===== src/rtl/crc32_check.sv =====
// crc32_check: byte-streaming CRC-32 frame checker.
//
// Takes a frame as message bytes followed by the 4-byte FCS, least
// significant FCS byte first. Each accepted byte is shifted through a
// reflected CRC-32 LFSR one bit per clock, LSB first. When the byte
// flagged with in_last has been shifted, the raw LFSR is compared against
// the CRC-32 residue and the result is reported with a one-cycle pulse.
//
// Ports:
//   CLK        rising-edge clock
//   RST        asynchronous active-high reset
//   clear      synchronous abort / re-init, any state
//   in_valid   in_byte / in_last are valid
//   in_byte    frame byte, LSB processed first
//   in_last    marks the final byte (last FCS byte) of a frame
//   in_ready   a byte can be accepted this cycle
//   busy       shifting a byte or reporting a result
//   crc_out    running CRC (lfsr ^ XOR_OUT), meaningful while idle
//   chk_valid  one-cycle pulse, frame result available
//   chk_ok     frame matched the residue, valid from the cycle after the pulse
//   frame_len  byte count of the reported frame, saturating at all-ones

module crc32_check #(
    parameter logic [31:0] POLY    = 32'hEDB88320,
    parameter logic [31:0] INIT    = 32'hFFFFFFFF,
    parameter logic [31:0] XOR_OUT = 32'hFFFFFFFF,
    parameter logic [31:0] RESIDUE = 32'hDEBB20E3,
    parameter int          CNT_W   = 16
) (
    input  logic             CLK,
    input  logic             RST,
    input  logic             clear,
    input  logic             in_valid,
    input  logic [7:0]       in_byte,
    input  logic             in_last,
    output logic             in_ready,
    output logic             busy,
    output logic [31:0]      crc_out,
    output logic             chk_valid,
    output logic             chk_ok,
    output logic [CNT_W-1:0] frame_len
);

    typedef enum logic [1:0] {
        IDLE   = 2'd0,
        SHIFT  = 2'd1,
        REPORT = 2'd2
    } state_t;

    localparam logic [CNT_W-1:0] CNT_ZERO = {CNT_W{1'b0}};
    localparam logic [CNT_W-1:0] CNT_MAX  = {CNT_W{1'b1}};

    state_t           state;
    logic [31:0]      lfsr;
    logic [7:0]       sh;
    logic             last_flag;
    logic [2:0]       bit_cnt;
    logic [CNT_W-1:0] byte_cnt;

    // One step of the reflected LFSR for a single input bit.
    function automatic logic [31:0] crc_step(input logic [31:0] cur, input logic din);
        logic fb;
        fb = cur[0] ^ din;
        return (cur >> 1) ^ (fb ? POLY : 32'h0000_0000);
    endfunction

    // Status outputs are decoded straight from the state register; in_ready
    // also drops combinationally with clear so a byte is never taken
    // in the same cycle as an abort.
    assign in_ready  = (state == IDLE) && !clear;
    assign busy      = (state != IDLE);
    assign chk_valid = (state == REPORT);
    assign crc_out   = lfsr ^ XOR_OUT;

    // Frame FSM, LFSR datapath, byte counter and held report registers.
    always_ff @(posedge CLK or posedge RST) begin
        if (RST) begin
            state     <= IDLE;
            lfsr      <= INIT;
            sh        <= 8'h00;
            last_flag <= 1'b0;
            bit_cnt   <= 3'd0;
            byte_cnt  <= CNT_ZERO;
            chk_ok    <= 1'b0;
            frame_len <= CNT_ZERO;
        end else if (clear) begin
            // Abort: drop the partial frame, keep the last report visible.
            state    <= IDLE;
            lfsr     <= INIT;
            byte_cnt <= CNT_ZERO;
        end else begin
            case (state)
                IDLE: begin
                    if (in_valid && in_ready) begin
                        sh        <= in_byte;
                        last_flag <= in_last;
                        bit_cnt   <= 3'd0;
                        if (byte_cnt != CNT_MAX) begin
                            byte_cnt <= byte_cnt + 1'b1;
                        end
                        state <= SHIFT;
                    end
                end
                SHIFT: begin
                    lfsr    <= crc_step(lfsr, sh[0]);
                    sh      <= {1'b0, sh[7:1]};
                    bit_cnt <= bit_cnt + 3'd1;
                    if (bit_cnt == 3'd7) begin
                        state <= last_flag ? REPORT : IDLE;
                    end
                end
                REPORT: begin
                    // Raw LFSR over message+FCS equals the fixed residue
                    // exactly when the FCS is correct.
                    chk_ok    <= (lfsr == RESIDUE);
                    frame_len <= byte_cnt;
                    lfsr      <= INIT;
                    byte_cnt  <= CNT_ZERO;
                    state     <= IDLE;
                end
                default: begin
                    state <= IDLE;
                end
            endcase
        end
    end

endmodule


===== config.mk =====
export PLATFORM = sky130hd
export DESIGN_NAME = crc32_check
export DESIGN_NICKNAME = d
export VERILOG_FILES = /design/src/rtl/crc32_check.sv
export SDC_FILE = /design/constraint.sdc
export NUM_CORES = 1
export LEC_CHECK = 0
export ABC_AREA = 1
export CAP_MARGIN = 20
export CORE_MARGIN = 5
export CORE_UTILIZATION = 55
export CTS_CLUSTER_DIAMETER = 50
export DETAILED_ROUTE_END_ITERATION = 8
export PLACE_DENSITY = 0.94
export REMOVE_ABC_BUFFERS = 1
export SLEW_MARGIN = 20
export SYNTH_ARGS = -nofsm -noshare
export SYNTH_HDL_FRONTEND = slang
export SYNTH_SLANG_ARGS = --single-unit

===== constraint.sdc =====
create_clock -name CLK -period 4.3 [get_ports CLK]
set_clock_uncertainty 0.15 [all_clocks]
set_input_delay 0.86 -clock CLK [delete_from_list [all_inputs] [get_ports CLK]]
set_output_delay 0.86 -clock CLK [all_outputs]
set_load 0.1 [all_outputs]

==> summary.md, run 1 <==
| Metric | Value |
|---|---|
| Critical-path maximum fanout | `4` |
| Most frequent cells in the layout | `nand2_1 (105), clkdlybuf4s50_1 (63), inv_1 (61)` |
| Final hold violations | `0` |
| Peak supply drop | `408 uV` |
| Ys Warns | `0` |
| Port Buffers | `between 60 and 70` |
| Reg2reg start | `lfsr[0]$_DFFE_PP1P_` |
| Ys flop type | `dfrtp_1` |
| Area delta synth->final | `22.0%` |
| # diodes | `0` |
| Root Buffer | `clkbuf_8` |
| Synth top area share | `0.295` |
| Post-route ant nets | `0` |
| Skew-Pair Late Insertion Delay | `around 0.34 ns` |
| Power Dens Cells | `about 510 nW/um^2` |
| Initial antenna violation count | `0` |
| TritonCTS buffer count | `9` |
| Seq cells post-synth | `79` |
| Static leakage | `between 2 and 2.5 nW` |
| Crit path launch type | `register` |
| Die width | `95.1 um` |
| Pwr Total | `2.49 mW` |
| Worst slew margin | `0.320` |
| FP Rows | `31` |
| Die area | `roughly 9100 sq um` |
| HPWL Detailed | `approximately 6000 um` |
| CP startpoint | `state[1]$_DFFE_PP0P_` |
| Via density | `between 5 and 6` |
| Period utilization | `0.750` |
| Minimum clock period | `about 3.2 ns` |
| Post-synth EDFFs | `0` |
| Slew Viols, Final | `0` |
| Final cell count without fillers | `640` |
| GRT Util Overall | `0.215` |
| Clk slew on worst S/H paths | `0.07 ns` |
| Setup TNS | `0 ns` |
| First-pass GRT wire length | `about 15,000 um` |
| Commonest non-fill, non-tap cell in the layout | `nand2_1` |
| Avg Inst Size Synth | `roughly 8.4 sq um` |
| Placed cells | `624` |
| Cell area after synthesis | `between 3000 and 4000 sq um` |
| CTS resizes | `0` |
| Register Area | `between 2000 and 2500 sq um` |
| Placer Congestion | `0.839` |
| DR WL/cell | `13.9 um` |
| Synth area leader | `dfrtp_1` |
| Final nets | `about 550` |
| Sink Count | `just under 80` |
| Max Clock Freq | `between 300 and 400 MHz` |
| WL final | `about 8900 um` |
| Asr flop ratio synth | `1.00` |
| Max clock buf depth | `2` |
| Critical Setup Path Class | `reg2out` |
| Postcts setup bufs | `0` |
| Synth top area cells | `dfrtp_1 (30%), dfstp_2 (21%), nand2_1 (9.9%)` |
| Max-cap viol count | `0` |
| CTS tree | `yes` |
| Outcome | `finished, final reports clean` |
| Chip height | `approximately 95 um` |
| DRC Markers | `0` |
| H-tree depth reported by CTS | `3` |
| Detailed router's first-iteration violation count | `194` |
| Hold_buf cts | `0` |
| Total number of vias | `~3,400` |
| Sequential area share after synthesis | `0.506` |
| RSZ-0062 raised after global routing | `no` |
| Core ar. | `7140 sq um` |
| Crit. End Element | `output port` |
| Total gr overflow | `0` |
| Hold Crit Start | `chk_ok$_DFFE_PP0P_` |
| Filler cell count | `between 500 and 600` |
| Post-synthesis instance total | `477` |
| Worst Path Required | `about 3.3 ns` |
| Footprint of the multi-input gates | `1580 sq um` |
| Starting Density | `0.559` |
| Finish-stage setup viols | `0` |
| Critical path arrival | `roughly 2.2 ns` |
| Layout cells sized above 1 | `0.144` |
| Drt pass-1 iters | `5` |
| Vias in the first global route | `3,301` |
| Worst min path class | `reg2reg` |
| Final core occ | `0.681` |
| Largest net degree at the start of global routing | `64` |
| Worst-Margin Slew | `around 1 ns` |
| Unique masters post-synth | `29` |
| Number of top-level pins | `65` |
-- final cells by class --
type / count / share of cell area
inverter: 69 / 0.0545
multi-input combinational: 310 / 0.325
sequential: 79 / 0.415
clock inverter: 1 / 0.00103
timing repair buffer: 67 / 0.136
clock buffer: 15 / 0.0430
tap: 99 / 0.0255
-- state kept, by name, summed over array words and instances, names as in the netlist --
| signal | cells |
|---|---|
| bit_cnt | 3 |
| byte_cnt | 16 |
| chk_ok | 1 |
| frame_len | 16 |
| last_flag | 1 |
| lfsr | 32 |
| sh | 8 |
| state | 2 |
-- worst max-delay path, cell delays in order (launching register included) --
cell,delay (ns)
dfrtp_1,0.42
inv_2,0.06
nor2_2,0.21
clkdlybuf4s50_1,1.18
-- synthesized netlist by cell type (6+ instances only) --
library cell / instances
xor2_1: 6
nand3_1: 33
dfrtp_1: 47
clkbuf_1: 9
o21ai_0: 48
o211ai_1: 7
a21oi_1: 30
nand4_1: 9
inv_1: 62
nor2_1: 24
dfstp_2: 32
nor3_1: 7
o21ai_1: 18
nand2_1: 105
-- logic make-up (layout without fill, tap and decap cells) --
kind of cell,count (synthesis),count (layout),synth area share
AND/OR/NAND/NOR,193,193,0.227
adder cells (fa/ha/maj),3,3,0.00942
XOR/XNOR,6,6,0.0132
multiplexers,5,5,0.0141
flip-flops,79,79,0.506
buffers and inverters,88,152,0.0970
AO/OA/AOI/OAI,103,103,0.134
-- report_power, final --
group	internal, mW	switching, mW	leakage [nW]
Sequential	0.883	0.0728	0.971
Combinational	0.214	0.748	1.24
Clock	0.312	0.262	0.110
-- final timing paths --
kind	slack (ns)	depth (start not counted)	to
min in group asynchronous	0.71	2	sh[1]$_DFFE_PP0P_
hold reg to reg	0.33	2	chk_ok$_DFFE_PP0P_
max in group asynchronous	2.49	3	state[1]$_DFFE_PP0P_
setup / recovery	1.07	3	chk_valid
setup reg to reg	2.29	8	lfsr[8]$_DFFE_PP1P_
hold / removal	0.33	2	chk_ok$_DFFE_PP0P_
-- metal layers --
metal / vias to the layer above / wire length (um) / track usage
met3: 18 / 528 / 0.0403
met2: 128 / 4400 / 0.356
li1: 1657 / - / -
met1: 1612 / 3800 / 0.279
met5: - / 0 / 0
met4: 0 / 171 / 0.0865
-- per-stage QoR --
step	hold slack, ns	cell area (sq um)	setup slack, ns
global route	0.364	4860	0.989
global placement	0.315	4650	1.37
detailed placement	0.314	4650	1.35
CTS	0.334	4860	1.05
finish	0.330	4860	1.07
floorplan	0.319	3860	1.32
No activity file was read; power rests on OpenSTA's default activity.
==> run 2: changes to the inputs <==
--- a/config.mk
+++ b/config.mk
@@ -8,10 +8,10 @@
 export ABC_AREA = 1
 export CAP_MARGIN = 20
 export CORE_MARGIN = 5
-export CORE_UTILIZATION = 55
+export CORE_UTILIZATION = 54
 export CTS_CLUSTER_DIAMETER = 50
 export DETAILED_ROUTE_END_ITERATION = 8
-export PLACE_DENSITY = 0.94
+export PLACE_DENSITY = 0.93
 export REMOVE_ABC_BUFFERS = 1
 export SLEW_MARGIN = 20
 export SYNTH_ARGS = -nofsm -noshare
==> constraint.sdc (replaced) <==
create_clock -name CLK -period 3.1 [get_ports CLK]
set_clock_uncertainty 0.15 [all_clocks]
set_input_delay 0.62 -clock CLK [delete_from_list [all_inputs] [get_ports CLK]]
set_output_delay 0.62 -clock CLK [all_outputs]
set_load 0.1 [all_outputs]
==> run 2 against run 1 <==
Critical path depth is the same. Clock-buffer cell count fell by 1. Sequential power grew 39%. Register-to-register slack got worse by 1.2 ns. Die area grew 1.7%. Global-route usage fell by 0.78 points.
==> summary.md, run 2 (synthesis gave the netlist of run 1 again) <==
| Metric | Value |
|---|---|
| Area delta synth->final | `19.3%` |
| Pwr Total | `~3.4 mW` |
| Slew Viols, Final | `0` |
| Outcome | `finished, final reports clean` |
| Crit path launch type | `input pin` |
| Regs by FF count | `lfsr: 32 flops, byte_cnt: 16 flops, frame_len: 16 flops` |
| CP startpoint | `clear` |
| Largest net degree at the start of global routing | `between 40 and 50` |
| Placer Congestion | `0.919` |
| Crit. End Element | `output port` |
| Largest Register | `lfsr` |
| Minimum clock period | `around 2.4 ns` |
| Total gr overflow | `0` |
| Critical Setup Path Class | `in2out` |
| Starting Density | `0.553` |
| Worst Path Required | `between 2 and 2.5 ns` |
| Max clock buf depth | `2` |
| Post-route ant nets | `0` |
| Fin area | `approximately 4800 sq um` |
| Worst slew margin | `0.654` |
| Max reg flops | `32` |
| Via density | `roughly 5.3` |
| First-pass GRT wire length | `approximately 15,000 um` |
| CTS resizes | `0` |
| Critical-path maximum fanout | `5` |
| HPWL Detailed | `between 6000 and 7000 um` |
| Static leakage | `around 2.4 nW` |
| Worst min path class | `reg2reg` |
| Detailed router's first-iteration violation count | `around 210` |
| Die width | `about 96 um` |
| Max Clock Freq | `approximately 420 MHz` |
| Finish-stage setup viols | `0` |
| H-tree depth reported by CTS | `3` |
| Layout cells sized above 1 | `0.241` |
| Worst Setup EP | `in_ready` |
| CTS tree | `yes` |
| Vias in the first global route | `about 3,300` |
| Commonest non-fill, non-tap cell in the layout | `nand2_1` |
| Sink Count | `79` |
| Final hold violations | `0` |
| Skew-Pair Late Insertion Delay | `0.35 ns` |
| Reg2reg start | `lfsr[0]$_DFFE_PP1P_` |
| Final nets | `~550` |
| Cells on worst reg2reg path | `8` |
| Root Buffer | `clkbuf_8` |
| FF-to-FF End | `lfsr[8]$_DFFE_PP1P_` |
| RSZ-0062 raised after global routing | `no` |
| Filler cell count | `approximately 600` |
| Peak supply drop | `515 uV` |
| WL final | `roughly 9000 um` |
| DR WL/cell | `around 14 um` |
| Clk slew on worst S/H paths | `approximately 0.07 ns` |
| Drt pass-1 iters | `7` |
| Die area | `roughly 9000 sq um` |
| Initial antenna violation count | `0` |
| Hold_buf cts | `0` |
| Max-cap viol count | `0` |
| Period utilization | `0.774` |
| Port Buffers | `64` |
| Cell area after placement | `around 4600 sq um` |
| FP Rows | `31` |
| TritonCTS buffer count | `9` |
| Postcts setup bufs | `0` |
| Number of top-level pins | `65` |
| Chip height | `approximately 96 um` |
| Core ar. | `around 7200 sq um` |
| Total number of vias | `around 3,400` |
| GRT Util Overall | `0.208` |
| Reg-to-reg setup timing slack | `1.13 ns` |
| Most frequent cells in the layout | `nand2_1 (105), inv_1 (61), buf_4 (55)` |
| Critical path arrival | `1.63 ns` |
| # diodes | `0` |
| DRC Markers | `0` |
| Setup TNS | `0 ns` |
| Power Dens Cells | `slightly above 700 nW/um^2` |
| Worst-Margin Slew | `roughly 0.52 ns` |
## run 2: cell types whose count changed in the layout (fill, tap and decap cells not counted)
cell	delta
inv_4	+1
buf_12	+2
buf_4	+51
clkdlybuf4s50_1	-51
clkbuf_16	-1
## run 2: cell type report
cell class	count	area, sq um	share of cell area
flip-flops and latches	79	2020	0.424
multi-input cells	310	1580	0.333
repair buffers	69	573	0.120
inverters	69	265	0.0558
clock buffers	14	184	0.0387
well taps	99	124	0.0260
clock inverters	2	11.3	0.00237
## run 2: worst min-delay path by stage
stage	start	to	slack, ns	depth (start not counted)
3_3_place_gp	frame_len[9]$_DFFE_PP0P_	frame_len[9]$_DFFE_PP0P_	0.32	2
2_1_floorplan	bit_cnt[0]$_DFFE_PP0P_	bit_cnt[0]$_DFFE_PP0P_	0.32	1
4_1_cts	frame_len[0]$_DFFE_PP0P_	frame_len[0]$_DFFE_PP0P_	0.35	2
5_1_grt	frame_len[0]$_DFFE_PP0P_	frame_len[0]$_DFFE_PP0P_	0.37	2
3_5_place_dp	frame_len[0]$_DFFE_PP0P_	frame_len[0]$_DFFE_PP0P_	0.33	2
6_report	frame_len[0]$_DFFE_PP0P_	frame_len[0]$_DFFE_PP0P_	0.34	2
## run 2: power breakdown
group / total, mW / internal [mW] / switching (mW)
sequential: 1.33 / 1.22 / 0.106
combinational: 1.31 / 0.276 / 1.03
clock: 0.749 / 0.384 / 0.366
## run 2: worst max-delay path: stages
cell             delay (ns)
clkdlybuf4s50_1        0.55
nor2_4                 0.25
buf_12                 0.20
## run 2: through the flow
step                       util  hold WS (ns)  std cells  worst slack [ns]
after floorplan               -         0.319        458             0.360
after global placement    0.632         0.316        626             0.726
after detailed placement  0.632         0.327        626             0.690
after CTS                 0.659         0.345        642             0.710
after global routing      0.659         0.369        642             0.679
final                     0.659         0.344        642             0.701
## run 2: per-layer routing
metal	track usage	share of wire	vias to the layer above	wire [um]
met5	0	0	-	0
met4	0.0782	0.015	0	131
met3	0.0367	0.058	17	510
met2	0.357	0.50	98	4450
met1	0.261	0.43	1648	3770
li1	-	-	1665	-
